### src/rtl/fsm_core_arbiter_if.sv
`default_nettype none
// ============================================================================
// Module   : fsm_core_arbiter_if
// Brief    : Request / response handshake bundle for fsm_core_arbiter.
//            master = stimulus source and response consumer.
//            slave  = the arbiter.
// Revision : 1.0  initial release
// ============================================================================
interface fsm_core_arbiter_if;
    logic       req0_valid;
    logic [1:0] req0_sym;
    logic       req0_last;
    logic       req0_ready;
    logic       req1_valid;
    logic [1:0] req1_sym;
    logic       req1_last;
    logic       req1_ready;
    logic       rsp_valid;
    logic       rsp_ready;
    logic [1:0] rsp_z;
    logic       rsp_id;
    logic       rsp_last;

    modport master (
        output req0_valid, req0_sym, req0_last,
        output req1_valid, req1_sym, req1_last,
        input  req0_ready, req1_ready,
        input  rsp_valid, rsp_z, rsp_id, rsp_last,
        output rsp_ready
    );

    modport slave (
        input  req0_valid, req0_sym, req0_last,
        input  req1_valid, req1_sym, req1_last,
        output req0_ready, req1_ready,
        output rsp_valid, rsp_z, rsp_id, rsp_last,
        input  rsp_ready
    );
endinterface
`default_nettype wire

### src/rtl/fsm_core_arbiter.sv
`default_nettype none
// ============================================================================
// Module   : fsm_core_arbiter
// Brief    : Shares one 2-in/2-out state-machine core between two
//            requesters. Round-robin grant per packet, restores / saves each
//            requester's 2-bit core context around its packet, steps the core
//            one symbol per handshake and returns the core outputs through a
//            one-entry response register.
//            Optional feature macro: ARB_CTX_SAVE_EN (per-requester context
//            storage). Without it every packet starts from CTX_RESET.
// Revision : 1.0  initial release
// ============================================================================
module fsm_core_arbiter #(
    parameter logic [1:0]  CTX_RESET = 2'b00,
    parameter int unsigned MAX_LEN   = 15
) (
    input  wire logic       clk,
    input  wire logic       rst_n,
    fsm_core_arbiter_if.slave bus,
    output logic [1:0]      core_x,
    output logic            core_step,
    output logic            core_load,
    output logic [1:0]      core_ctx,
    input  wire logic [1:0] core_state,
    input  wire logic [1:0] core_z,
    output logic            busy,
    output logic            grant_id
);

    // Count value at which the current symbol is the last one of a grant.
    localparam logic [3:0] C_LAST_CNT = 4'(MAX_LEN - 1);

    typedef enum logic [1:0] {
        ST_IDLE = 2'd0,
        ST_LOAD = 2'd1,
        ST_RUN  = 2'd2,
        ST_SAVE = 2'd3
    } state_t;

    state_t     state_q, state_d;
    logic       grant_q, grant_d;
    logic       rr_q, rr_d;          // requester preferred on a tie
    logic [3:0] cnt_q, cnt_d;        // symbols accepted in this grant
    logic       rsp_valid_q, rsp_valid_d;
    logic [1:0] rsp_z_q, rsp_z_d;
    logic       rsp_id_q, rsp_id_d;
    logic       rsp_last_q, rsp_last_d;

    logic       w_slot_free;
    logic       w_run;
    logic       w_g_valid;
    logic [1:0] w_g_sym;
    logic       w_g_last;
    logic       w_hs;
    logic       w_last;
    logic [1:0] w_load_ctx;

`ifdef ARB_CTX_SAVE_EN
    logic [1:0] ctx_q [2];
    logic [1:0] ctx_d [2];
    assign w_load_ctx = ctx_q[grant_q];
`else
    // The core state is only needed when contexts are saved.
    logic w_unused_core_state;
    assign w_unused_core_state = ^core_state;
    assign w_load_ctx          = CTX_RESET;
`endif

    // Handshake decode for the granted requester and core strobes.
    always_comb begin
        w_slot_free = !rsp_valid_q || bus.rsp_ready;
        w_run       = (state_q == ST_RUN);
        w_g_valid   = grant_q ? bus.req1_valid : bus.req0_valid;
        w_g_sym     = grant_q ? bus.req1_sym   : bus.req0_sym;
        w_g_last    = grant_q ? bus.req1_last  : bus.req0_last;
        w_hs        = w_run && w_slot_free && w_g_valid;
        // A grant ends on the packet's own last symbol or on the length cap.
        w_last      = w_g_last || (cnt_q == C_LAST_CNT);
    end

    assign bus.req0_ready = w_run && w_slot_free && !grant_q;
    assign bus.req1_ready = w_run && w_slot_free &&  grant_q;
    assign core_step      = w_hs;
    assign core_x         = w_hs ? w_g_sym : 2'b00;
    assign core_load      = (state_q == ST_LOAD);
    assign core_ctx       = core_load ? w_load_ctx : 2'b00;
    assign busy           = (state_q != ST_IDLE);
    assign grant_id       = grant_q;
    assign bus.rsp_valid  = rsp_valid_q;
    assign bus.rsp_z      = rsp_z_q;
    assign bus.rsp_id     = rsp_id_q;
    assign bus.rsp_last   = rsp_last_q;

    // Next-state logic for the grant FSM, length counter and response slot.
    always_comb begin
        state_d     = state_q;
        grant_d     = grant_q;
        rr_d        = rr_q;
        cnt_d       = cnt_q;
        rsp_valid_d = rsp_valid_q;
        rsp_z_d     = rsp_z_q;
        rsp_id_d    = rsp_id_q;
        rsp_last_d  = rsp_last_q;
`ifdef ARB_CTX_SAVE_EN
        ctx_d       = ctx_q;
`endif
        case (state_q)
            ST_IDLE: begin
                if (bus.req0_valid || bus.req1_valid) begin
                    // On a tie the requester not served last wins.
                    grant_d = (bus.req0_valid && bus.req1_valid) ? rr_q : bus.req1_valid;
                    cnt_d   = 4'd0;
                    state_d = ST_LOAD;
                end
            end
            ST_LOAD: begin
                state_d = ST_RUN;
            end
            ST_RUN: begin
                if (w_hs) begin
                    cnt_d = cnt_q + 4'd1;
                    if (w_last) begin
                        state_d = ST_SAVE;
                    end
                end
            end
            ST_SAVE: begin
`ifdef ARB_CTX_SAVE_EN
                // The core has already applied the final step here.
                ctx_d[grant_q] = core_state;
`endif
                rr_d    = ~grant_q;
                state_d = ST_IDLE;
            end
            default: begin
                state_d = ST_IDLE;
            end
        endcase

        // Refill wins over drain so a back-to-back stream never bubbles.
        if (w_hs) begin
            rsp_valid_d = 1'b1;
            rsp_z_d     = core_z;
            rsp_id_d    = grant_q;
            rsp_last_d  = w_last;
        end else if (bus.rsp_ready) begin
            rsp_valid_d = 1'b0;
        end
    end

    // State registers; reset aborts any packet without saving its context.
    always_ff @(posedge clk or negedge rst_n) begin
        if (!rst_n) begin
            state_q     <= ST_IDLE;
            grant_q     <= 1'b0;
            rr_q        <= 1'b0;
            cnt_q       <= 4'd0;
            rsp_valid_q <= 1'b0;
            rsp_z_q     <= 2'b00;
            rsp_id_q    <= 1'b0;
            rsp_last_q  <= 1'b0;
`ifdef ARB_CTX_SAVE_EN
            ctx_q[0]    <= CTX_RESET;
            ctx_q[1]    <= CTX_RESET;
`endif
        end else begin
            state_q     <= state_d;
            grant_q     <= grant_d;
            rr_q        <= rr_d;
            cnt_q       <= cnt_d;
            rsp_valid_q <= rsp_valid_d;
            rsp_z_q     <= rsp_z_d;
            rsp_id_q    <= rsp_id_d;
            rsp_last_q  <= rsp_last_d;
`ifdef ARB_CTX_SAVE_EN
            ctx_q       <= ctx_d;
`endif
        end
    end

endmodule
`default_nettype wire

### src/flat_wrapper.sv
// flat-port wrapper written by rule: the top's interface ports become plain ports
module fsm_core_arbiter_flat 
#(
    parameter logic [1:0]  CTX_RESET = 2'b00,
    parameter int unsigned MAX_LEN   = 15
)
  (clk, rst_n, core_x, core_step, core_load, core_ctx, core_state, core_z, busy, grant_id, bus_req0_valid, bus_req0_sym, bus_req0_last, bus_req1_valid, bus_req1_sym, bus_req1_last, bus_req0_ready, bus_req1_ready, bus_rsp_valid, bus_rsp_z, bus_rsp_id, bus_rsp_last, bus_rsp_ready);
  fsm_core_arbiter_if bus_i ();
  input  wire logic clk;
  input  wire logic rst_n;
  output logic [1:0] core_x;
  output logic core_step;
  output logic core_load;
  output logic [1:0] core_ctx;
  input  wire logic [1:0] core_state;
  input  wire logic [1:0] core_z;
  output logic busy;
  output logic grant_id;
  input wire logic [$bits(bus_i.req0_valid)-1:0] bus_req0_valid;
  input wire logic [$bits(bus_i.req0_sym)-1:0] bus_req0_sym;
  input wire logic [$bits(bus_i.req0_last)-1:0] bus_req0_last;
  input wire logic [$bits(bus_i.req1_valid)-1:0] bus_req1_valid;
  input wire logic [$bits(bus_i.req1_sym)-1:0] bus_req1_sym;
  input wire logic [$bits(bus_i.req1_last)-1:0] bus_req1_last;
  output wire logic [$bits(bus_i.req0_ready)-1:0] bus_req0_ready;
  output wire logic [$bits(bus_i.req1_ready)-1:0] bus_req1_ready;
  output wire logic [$bits(bus_i.rsp_valid)-1:0] bus_rsp_valid;
  output wire logic [$bits(bus_i.rsp_z)-1:0] bus_rsp_z;
  output wire logic [$bits(bus_i.rsp_id)-1:0] bus_rsp_id;
  output wire logic [$bits(bus_i.rsp_last)-1:0] bus_rsp_last;
  input wire logic [$bits(bus_i.rsp_ready)-1:0] bus_rsp_ready;
  assign bus_i.req0_valid = bus_req0_valid;
  assign bus_i.req0_sym = bus_req0_sym;
  assign bus_i.req0_last = bus_req0_last;
  assign bus_i.req1_valid = bus_req1_valid;
  assign bus_i.req1_sym = bus_req1_sym;
  assign bus_i.req1_last = bus_req1_last;
  assign bus_req0_ready = bus_i.req0_ready;
  assign bus_req1_ready = bus_i.req1_ready;
  assign bus_rsp_valid = bus_i.rsp_valid;
  assign bus_rsp_z = bus_i.rsp_z;
  assign bus_rsp_id = bus_i.rsp_id;
  assign bus_rsp_last = bus_i.rsp_last;
  assign bus_i.rsp_ready = bus_rsp_ready;
  fsm_core_arbiter #(.CTX_RESET(CTX_RESET), .MAX_LEN(MAX_LEN)) u_core (.clk(clk), .rst_n(rst_n), .bus(bus_i), .core_x(core_x), .core_step(core_step), .core_load(core_load), .core_ctx(core_ctx), .core_state(core_state), .core_z(core_z), .busy(busy), .grant_id(grant_id));
endmodule
### config.mk
export PLATFORM = sky130hd
export DESIGN_NAME = fsm_core_arbiter_flat
export DESIGN_NICKNAME = d
export VERILOG_FILES = /design/src/rtl/fsm_core_arbiter_if.sv /design/src/rtl/fsm_core_arbiter.sv /design/src/flat_wrapper.sv
export SDC_FILE = /design/constraint.sdc
export NUM_CORES = 1
export LEC_CHECK = 0
export ABC_CLOCK_PERIOD_IN_PS = 2540
export BUFFER_PORTS_ARGS = -buffer_cell sky130_fd_sc_hd__buf_2
export CAP_MARGIN = 0
export CELL_PAD_IN_SITES_DETAIL_PLACEMENT = 1
export CELL_PAD_IN_SITES_GLOBAL_PLACEMENT = 1
export CORE_MARGIN = 1
export CORE_UTILIZATION = 37
export CTS_CLUSTER_SIZE = 30
export DETAILED_ROUTE_END_ITERATION = 10
export PLACE_DENSITY_LB_ADDON = 0.1
export SETUP_SLACK_MARGIN = 0.5
export SLEW_MARGIN = 20
export SYNTH_ARGS = -nofsm -noshare
export SYNTH_HDL_FRONTEND = slang
export SYNTH_SLANG_ARGS = --single-unit
export TNS_END_PERCENT = 10
### constraint.sdc
create_clock -name clk -period 2.54 [get_ports clk]
set_clock_uncertainty 0.05 [all_clocks]
set_input_delay 0 -clock clk [delete_from_list [all_inputs] [get_ports clk]]
set_output_delay 0 -clock clk [all_outputs]
set_load 0.005 [all_outputs]
==> results of run 1 <==
kinds of logic after synthesis:
group / after synthesis / share of synthesized area, %
and+or+nand+nor: 29 / 19.7
DFF: 13 / 41.4
buffers and inverters: 13 / 9.08
AOI/OAI and AO/OA: 12 / 10.2
adders and majority gates: 6 / 9.55
muxes: 6 / 8.44
other: 1 / 0.477
xor gates and xnor gates: 1 / 1.11
worst paths after layout:
path,cells past startpoint,from,endpoint
worst min register to register,2,u_core.bus.rsp_z[1],u_core.bus.rsp_z[1]
min in group asynchronous,2,rst_n,u_core.state_q[0]
worst max register to register,6,u_core.state_q[0],u_core.state_q[1]
worst min-delay path,3,bus_req0_last,u_core.bus.rsp_last
max in group asynchronous,2,rst_n,u_core.bus.rsp_z[1]
worst max-delay path,6,u_core.state_q[0],u_core.state_q[1]
worst reg2reg max path, stage by stage (launching register included):
cell      delay (ps)
dfrtp_1          410
inv_1            120
ha_1             360
inv_1            160
o21ba_2          240
o211ai_2          90
mux2_2           350
cells in the final DEF, fill, tap and decap left out, drive strengths merged, types with 2 or more instances in the layout:
master | synthesis | final
dlygate4sd3 | 0 | 6
nand2 | 10 | 10
ha | 6 | 6
conb | 1 | 2
nor2 | 8 | 8
mux2i | 4 | 4
a31oi | 3 | 3
and3 | 3 | 3
inv | 8 | 8
dfrtp | 13 | 13
nand3 | 4 | 4
clkbuf | 1 | 4
a21oi | 5 | 5
buf | 4 | 25
mux2 | 2 | 2
sequential cells by signal (all words and copies together), names as in the netlist:
signal / count
u_core.bus.rsp_id: 1
u_core.bus.rsp_z: 2
u_core.bus.rsp_valid: 1
u_core.state_q: 2
u_core.rr_q: 1
u_core.bus.rsp_last: 1
u_core.grant_id: 1
u_core.cnt_q: 4
layer usage:
| metal | vias up | global-route usage (%) |
|---|---|---|
| met5 | - | 0 |
| met4 | 0 | 11.7 |
| met3 | 4 | 2.26 |
| met2 | 16 | 30.5 |
| met1 | 327 | 23.8 |
| li1 | 326 | - |
timing repair:
| item | CTS | global route |
|---|---|---|
| endpoints found under the setup margin | 0 | 1 |
| resized for setup | 0 | 1 |
| hold endpoints to repair | 17 | 0 |
| hold buffers | 6 | 0 |
final cells by class:
cell class	count	area (sq um)
Tap cell	27	33.8
Fill cell	246	978
Sequential cell	13	325
Multi-Input combinational cell	56	398
Timing Repair Buffer	31	185
Clock buffer	4	26.3
Inverter	8	35.0
power by group through the flow:
stage	logic (uW)	registers [uW]	clock network, uW
floorplan	400	367	0
global placement	515	394	0
CTS	559	398	140
finish	556	399	134
global route	644	414	144
detailed placement	537	402	0
stage by stage:
stage	hold slack, ps	cell area, sq um	std cells	setup WS (ps)	utilization (%)
2_1_floorplan	-346	790	82	819	-
3_3_place_gp	-137	912	129	662	46.0
3_5_place_dp	-137	912	129	609	46.0
4_1_cts	20.8	998	139	595	50.4
5_1_grt	45.6	1000	139	532	50.6
6_report	13.3	1000	139	662	50.6
==> key figures, run 1 <==
Synth
  – Number of synthesized register bits: 13
  – Post-synth EDFFs: 0
  – Post-Syn Instances: 81
  – Main synth FF type: dfrtp_1
  – Async set or reset register ratio after synthesis: 100%
  – Mapped cell area: 786 sq um
  – YS warnings: 0
  – Synth area leader: dfrtp_1
  – Synth unique cells: 30
  – Top-count cell post-synth: dfrtp_1
  – Sequential share of the synthesized area: 41.4%
  – Most frequent cells after synthesis: dfrtp_1 (13), nand2_1 (10), nor2_1 (8)
  – Synth top area share: 41.4%
  – Largest cells by area after synthesis: dfrtp_1 (41%), ha_1 (9.6%), mux2i_1 (5.1%)
  – Syn avg cell area: 9.70 sq um

Clocking
  – Clock-pin slew on the worst setup and hold paths: 80 ps
  – Clock root buffer: clkbuf_4
  – CTS max path bufs: 2
  – CTS Sinks: 13
  – H-tree depth: 1
  – Worst-Skew Late Latency: 280 ps
  – Post-CTS setup buffers: 0
  – TritonCTS clock tree: done
  – Num CTS Buffers: 3

STA
  – Hold Violations, Final: 0
  – Period minus WS final: 1880 ps
  – Setup TNS: 0 ps
  – Fmax: 532 MHz
  – Max Slew Vio Count: 0
  – Period utilization: 74.0%
  – # setup viols final: 0
  – RSZ-0062 raised after global routing: false

Final layout
  – P&R area growth vs syn: 27.7%
  – Layout cells sized above 1: 33.9%
  – N_diodes: 0
  – Net count, final: 134

Routing
  – DR pass1 iterations: 4
  – Routed vias/inst: 4.84
  – Highest Signal Layer: met4
  – Detailed-route wire length: 1940 um
  – WL met3: 50 um
  – Via count: 673
  – DRT met1 WL: 818 um
  – Routed length on met2: 1020 um
  – Initial DRC Count: 2
  – Avg WL per Cell: 13.9 um
  – Residual DRC: 0
  – Post-route ant nets: 0

Floorplan
  – Initial Util: 39.6%
  – I/O pin count: 30
  – FP Rows: 16
  – Die area: 0.00231 sq mm
  – Core area: 0.00198 sq mm
  – Die width: 48.1 um
  – Die Ht: 48.1 um

Setup path
  – Buf/Inv on CP: 2
  – CP most frequent cell: inv_1
  – Crit-path max FO: 8
  – Critical path arrival: 2000 ps
  – Setup slack, reg-to-reg: 660 ps
  – Worst Setup Path Type: reg2reg
  – CP Capture Type: flop
  – CP Launch Type: flop
  – CP Cell Sequence: inv_1 > ha_1 > inv_1 > o21ba_2 > o211ai_2 > mux2_2
  – Slowest library cell on the worst path: dfrtp_1
  – Top delay family on crit path: flip-flops
  – Critical Path RT: 2660 ps
  – Slowest stage delay, CP: 410 ps

GRT
  – First-pass GRT wire length: 2840 um
  – Antenna violations before repair: 0
  – Tot GR Track Use: 18.9%
  – Gr ovfl total: 0
  – Number of global-route vias before repair: 586
  – Largest net degree at the start of global routing: 14

Pwr
  – Internal power: 626 uW
  – Clock share of power: 12.3%
  – Pwr dens: 1080 mW/mm^2
  – Switching Share: 42.5%
  – Static Leak: 0.000533 uW
  – Sequential Power Share: 36.6%
  – Net Switching: 462 uW
  – Comb power frac: 51.1%
  – Pwr Total: 1090 uW
  – VDD IR max: 0.601 mV

Job
  – Max Cap Viol: 0

Placed design
  – PortBufs: 25
  – DP Wirelength: 1330 um
  – Global placement routability congestion: 0.670

Status
  – Status: complete, no violations

Worst hold path
  – Min-delay worst type: in2reg
Power figures use the tool's default switching activity.
==> run 2, diff against run 1 <==
- ABC_CLOCK_PERIOD_IN_PS: 2540 -> 1600
- CORE_UTILIZATION: 37 -> 31
- clock period: 2.54 -> 1.6 ns (I/O delays scaled with it)
==> key figures, run 2 (synthesis results as in run 1) <==
GRT
  – Tot GR Track Use: 16.5%
  – Antenna violations before repair: 0
  – Largest net degree at the start of global routing: 14
  – First-pass GRT wire length: 3280 um
  – Number of global-route vias before repair: 715
  – Gr ovfl total: 0

STA
  – Hold Violations, Final: 0
  – Fmax: 641 MHz
  – Period minus WS final: 1560 ps
  – Max Slew Vio Count: 0
  – # setup viols final: 0
  – RSZ-0062 raised after global routing: true
  – Fin worst setup slack: 41.0 ps
  – Period utilization: 97.4%

Routing
  – Routed vias/inst: 4.71
  – Post-route ant nets: 0
  – Residual DRC: 0
  – Detailed-route wire length: 2030 um
  – Initial DRC Count: 5
  – Avg WL per Cell: 13.2 um
  – Via count: 726
  – DR pass1 iterations: 4

Pwr
  – VDD IR max: 0.968 mV
  – Pwr Total: 2260 uW
  – Pwr dens: 1820 mW/mm^2
  – Static Leak: 0.000628 uW

Clocking
  – CTS max path bufs: 2
  – Worst-Skew Late Latency: 280 ps
  – Num CTS Buffers: 3
  – Clock-pin slew on the worst setup and hold paths: 80 ps
  – H-tree depth: 1
  – Clock root buffer: clkbuf_4
  – TritonCTS clock tree: done
  – CTS Sinks: 13

Final layout
  – Max FFs per register: 4
  – N_diodes: 0
  – Design area: 0.00124 sq mm
  – Register Area: 325 sq um
  – Largest Register: u_core.cnt_q
  – Post-Layout Cell Count: 154
  – Post-Route Utilization: 53.9%
  – Area occupied by multi-input gates: 473 sq um
  – Most frequent cells in the layout: buf_2 (23), dfrtp_1 (13), nand2_1 (10)
  – Net count, final: 148
  – # fillers: 269
  – P&R area growth vs syn: 57.5%
  – Layout cells sized above 1: 50.8%
  – Most common cell after layout, fill and taps aside: buf_2

Placed design
  – Post-Place Cell Area: 0.00102 sq mm
  – Dpl cells: 138
  – DP Wirelength: 1470 um
  – PortBufs: 25
  – Global placement routability congestion: 0.732
  – Dpl ws: 20.8 ps

Floorplan
  – I/O pin count: 30
  – Die area: 0.00274 sq mm
  – Core area: 0.00230 sq mm
  – FP Rows: 17
  – Die Ht: 52.3 um
  – Die width: 52.3 um
  – Initial Util: 34.2%

Job
  – Max Cap Viol: 0

Setup path
  – Critical Path RT: 1720 ps
  – Crit-path max FO: 3
  – Setup crit start: u_core.state_q[0]
  – Worst Setup EP: u_core.state_q[1]
  – Critical path arrival: 1680 ps
  – Reg-to-Reg End: u_core.state_q[1]
  – Worst Setup Path Type: reg2reg
  – CP Capture Type: flop
  – Critical R2R Launch: u_core.state_q[0]
  – CP Launch Type: flop
  – Cell count of the worst reg-to-reg path: 6
  – Setup slack, reg-to-reg: 40 ps

Worst hold path
  – Min-delay worst type: in2reg

Status
  – Status: complete, no violations
run 2: cell count changes in the layout (fill, tap and decap cells not counted), moves of 3 or more:
cell / delta
buf_6: +6
inv_1: -4
ha_1: -3
buf_4: +9
inv_2: +4
run 2: final cells by class:
class,count,share of cell area (%)
clock buffers,4,2.12
inverters,8,3.44
multi-input cells,56,38.2
flip-flops and latches,13,26.3
well taps,28,2.83
repair buffers,45,27.1
run 2: worst max-delay path: stages (launching register included):
cell and delay (ps):
dfrtp_1 390, inv_2 110, ha_4 140, nor3b_4 190, o21ba_4 180, o211ai_4 80
mux2_4 310
run 2: worst min-delay path by stage:
stage | startpoint | endpoint | slack (ps) | depth (start not counted)
detailed placement | rst_n | u_core.rr_q | -140 | 1
floorplan | rst_n | u_core.bus.rsp_id | -350 | 0
CTS | bus_req0_last | u_core.bus.rsp_last | 10 | 3
global route | bus_req0_last | u_core.bus.rsp_last | 40 | 3
finish | bus_req0_last | u_core.bus.rsp_last | 20 | 3
global placement | rst_n | u_core.grant_id | -140 | 1
run 2: what timing repair did:
action	CTS	global route
buffers inserted	5	2
gates resized for setup	4	15
endpoints found under the setup margin	20	21
pin swaps	2	0
hold endpoints to repair	16	0
hold buffers	5	0
run 2: power by group:
group	internal, uW	switching (uW)
clock network	96.8	112
registers	479	115
logic	793	661
run 2: layer usage:
metal	wire, um	track usage [%]	vias up
li1	-	-	362
met1	835	19.2	342
met2	1080	30.2	22
met3	119	4.64	0
met4	0	2.63	0
met5	0	0	-
run 2: stage by stage:
step	TNS, ps	hold WS [ps]
after floorplan	0	-346
after global placement	0	-138
after detailed placement	0	-138
after CTS	0	11.1
after global routing	-49.2	38.4
final	0	20.4
==> run 3, diff against run 2 <==
--- a/constraint.sdc
+++ b/constraint.sdc
@@ -4,2 +4,2 @@
 set_output_delay 0 -clock clk [all_outputs]
-set_load 0.005 [all_outputs]
+set_load 0.01 [all_outputs]
==> key figures, run 3 (synthesis results as in run 1) <==
Status
  – Status: complete, no violations

Floorplan
  – I/O pin count: 30
  – Initial Util: 34.2%
  – Die width: 52.3 um
  – Die Ht: 52.3 um
  – FP Rows: 17
  – Die area: 0.00274 sq mm
  – Core area: 0.00230 sq mm

STA
  – RSZ-0062 raised after global routing: true
  – Period utilization: 97.6%
  – Fmax: 640 MHz
  – WHS: 22.6 ps
  – Fin worst setup slack: 38.0 ps
  – # setup viols final: 0
  – Max Slew Vio Count: 0
  – Hold Violations, Final: 0
  – Period minus WS final: 1560 ps

GRT
  – Tot GR Track Use: 16.5%
  – First-pass GRT wire length: 3280 um
  – Number of global-route vias before repair: 713
  – Met1 Use GR: 19.2%
  – Gr ovfl total: 0
  – Largest net degree at the start of global routing: 14
  – M2 GR Usage: 30.2%
  – Global Route met3 Usage: 4.64%
  – Antenna violations before repair: 0
  – Gr busiest metal: met2

Routing
  – Via count: 730
  – DR pass1 iterations: 4
  – Routed vias/inst: 4.71
  – Post-route ant nets: 0
  – Detailed-route wire length: 2160 um
  – Residual DRC: 0
  – Initial DRC Count: 5
  – Avg WL per Cell: 14.0 um

Final layout
  – P&R area growth vs syn: 60.8%
  – Most frequent cells in the layout: buf_2 (22), dfrtp_1 (12), buf_4 (11)
  – Layout cells sized above 1: 55.9%
  – # fillers: 273
  – Max FFs per register: 4
  – Post-Layout Cell Count: 155
  – N_diodes: 0
  – Largest Register: u_core.cnt_q
  – Net count, final: 149
  – Post-Route Utilization: 55.0%
  – Most common cell after layout, fill and taps aside: buf_2

Pwr
  – Comb power frac: 66.2%
  – Switching Share: 41.3%
  – Net Switching: 992 uW
  – VDD IR max: 0.976 mV
  – Internal power: 1410 uW
  – Pwr dens: 1900 mW/mm^2
  – Sequential Power Share: 25.2%
  – Static Leak: 0.000635 uW
  – Clock share of power: 8.7%
  – Pwr Total: 2400 uW

Setup path
  – CP Capture Type: flop
  – Critical R2R Launch: u_core.state_q[0]
  – Worst Setup Path Type: reg2reg
  – Critical path arrival: 1680 ps
  – Critical Path RT: 1720 ps
  – Reg-to-Reg End: u_core.state_q[1]
  – CP Launch Type: flop
  – Crit-path max FO: 3
  – Setup slack, reg-to-reg: 40 ps
  – Cell count of the worst reg-to-reg path: 6

Worst hold path
  – Hold-critical path depth: 3
  – Min-delay worst type: in2reg
  – Min-delay src: bus_req0_last
  – Hold Path End: u_core.bus.rsp_last

Placed design
  – PortBufs: 25
  – Global placement routability congestion: 0.732
  – DP Wirelength: 1470 um
  – Dpl ws: 20.8 ps
  – Dpl cells: 138

Clocking
  – CTS Sinks: 13
  – Clock-pin slew on the worst setup and hold paths: 80 ps
  – Worst-Skew Late Latency: 280 ps
  – Num CTS Buffers: 3
  – Clock root buffer: clkbuf_4
  – TritonCTS clock tree: done
  – H-tree depth: 1
  – CTS max path bufs: 2

Job
  – Max Cap Viol: 0
run 3: cell count changes in the layout (fill, tap and decap cells not counted), moves of 2 or more:
cell,delta
buf_4,+2
nor2_1,-2
nor2_2,+2
nand2_1,-2
nand2_2,+2
run 3: critical path, stage by stage, from the launching register on:
cell,delay (ps)
dfrtp_1,390
inv_2,110
ha_4,140
nor3b_4,190
o21ba_4,180
o211ai_4,80
mux2_4,310
run 3: power by group through the flow:
| stage | logic (uW) | registers [uW] | clock network, uW |
|---|---|---|---|
| 2_1_floorplan | 777 | 620 | 0 |
| 3_3_place_gp | 1140 | 592 | 0 |
| 3_5_place_dp | 1170 | 601 | 0 |
| 4_1_cts | 1340 | 594 | 216 |
| 5_1_grt | 1730 | 623 | 235 |
| 6_report | 1590 | 604 | 208 |
run 3: per-stage QoR:
stage                     instance area, sq um  TNS, ps
after global routing                      1260    -18.7
after floorplan                            842        0
after CTS                                 1160        0
final                                     1260        0
after detailed placement                  1020        0
after global placement                    1020        0
run 3: how the worst max path moves through the flow:
stage / startpoint / cells after the start / slack, ps / endpoint
global route: u_core.state_q[0] / 6 / -20 / u_core.state_q[1]
floorplan: u_core.state_q[1] / 6 / 40 / u_core.state_q[1]
CTS: u_core.state_q[0] / 6 / 30 / u_core.state_q[1]
finish: u_core.state_q[0] / 6 / 40 / u_core.state_q[1]
global placement: u_core.state_q[0] / 6 / 80 / u_core.state_q[1]
detailed placement: u_core.state_q[0] / 6 / 20 / u_core.state_q[1]
run 3: layout make-up:
type	count	area [sq um]	share of cell area, %
multi-input cells	56	497	39.3
well taps	28	35.0	2.77
repair buffers	46	342	27.0
flip-flops and latches	13	327	25.8
clock buffers	4	26.3	2.08
inverters	8	37.5	2.97
run 3: routing by layer:
layer  up-vias  routed length [um]
met5         -                   0
met2        20                1140
li1        362                   -
met4         0                   0
met1       348                 912
met3         0                 111
run 3: timing repair:
| item | CTS | global route |
|---|---|---|
| resized for setup | 4 | 20 |
| setup buffers | 4 | 4 |
| endpoints found under the hold margin | 16 | 0 |
| pin swaps | 2 | 5 |
| setup endpoints to repair | 20 | 21 |
| hold buffers | 5 | 0 |
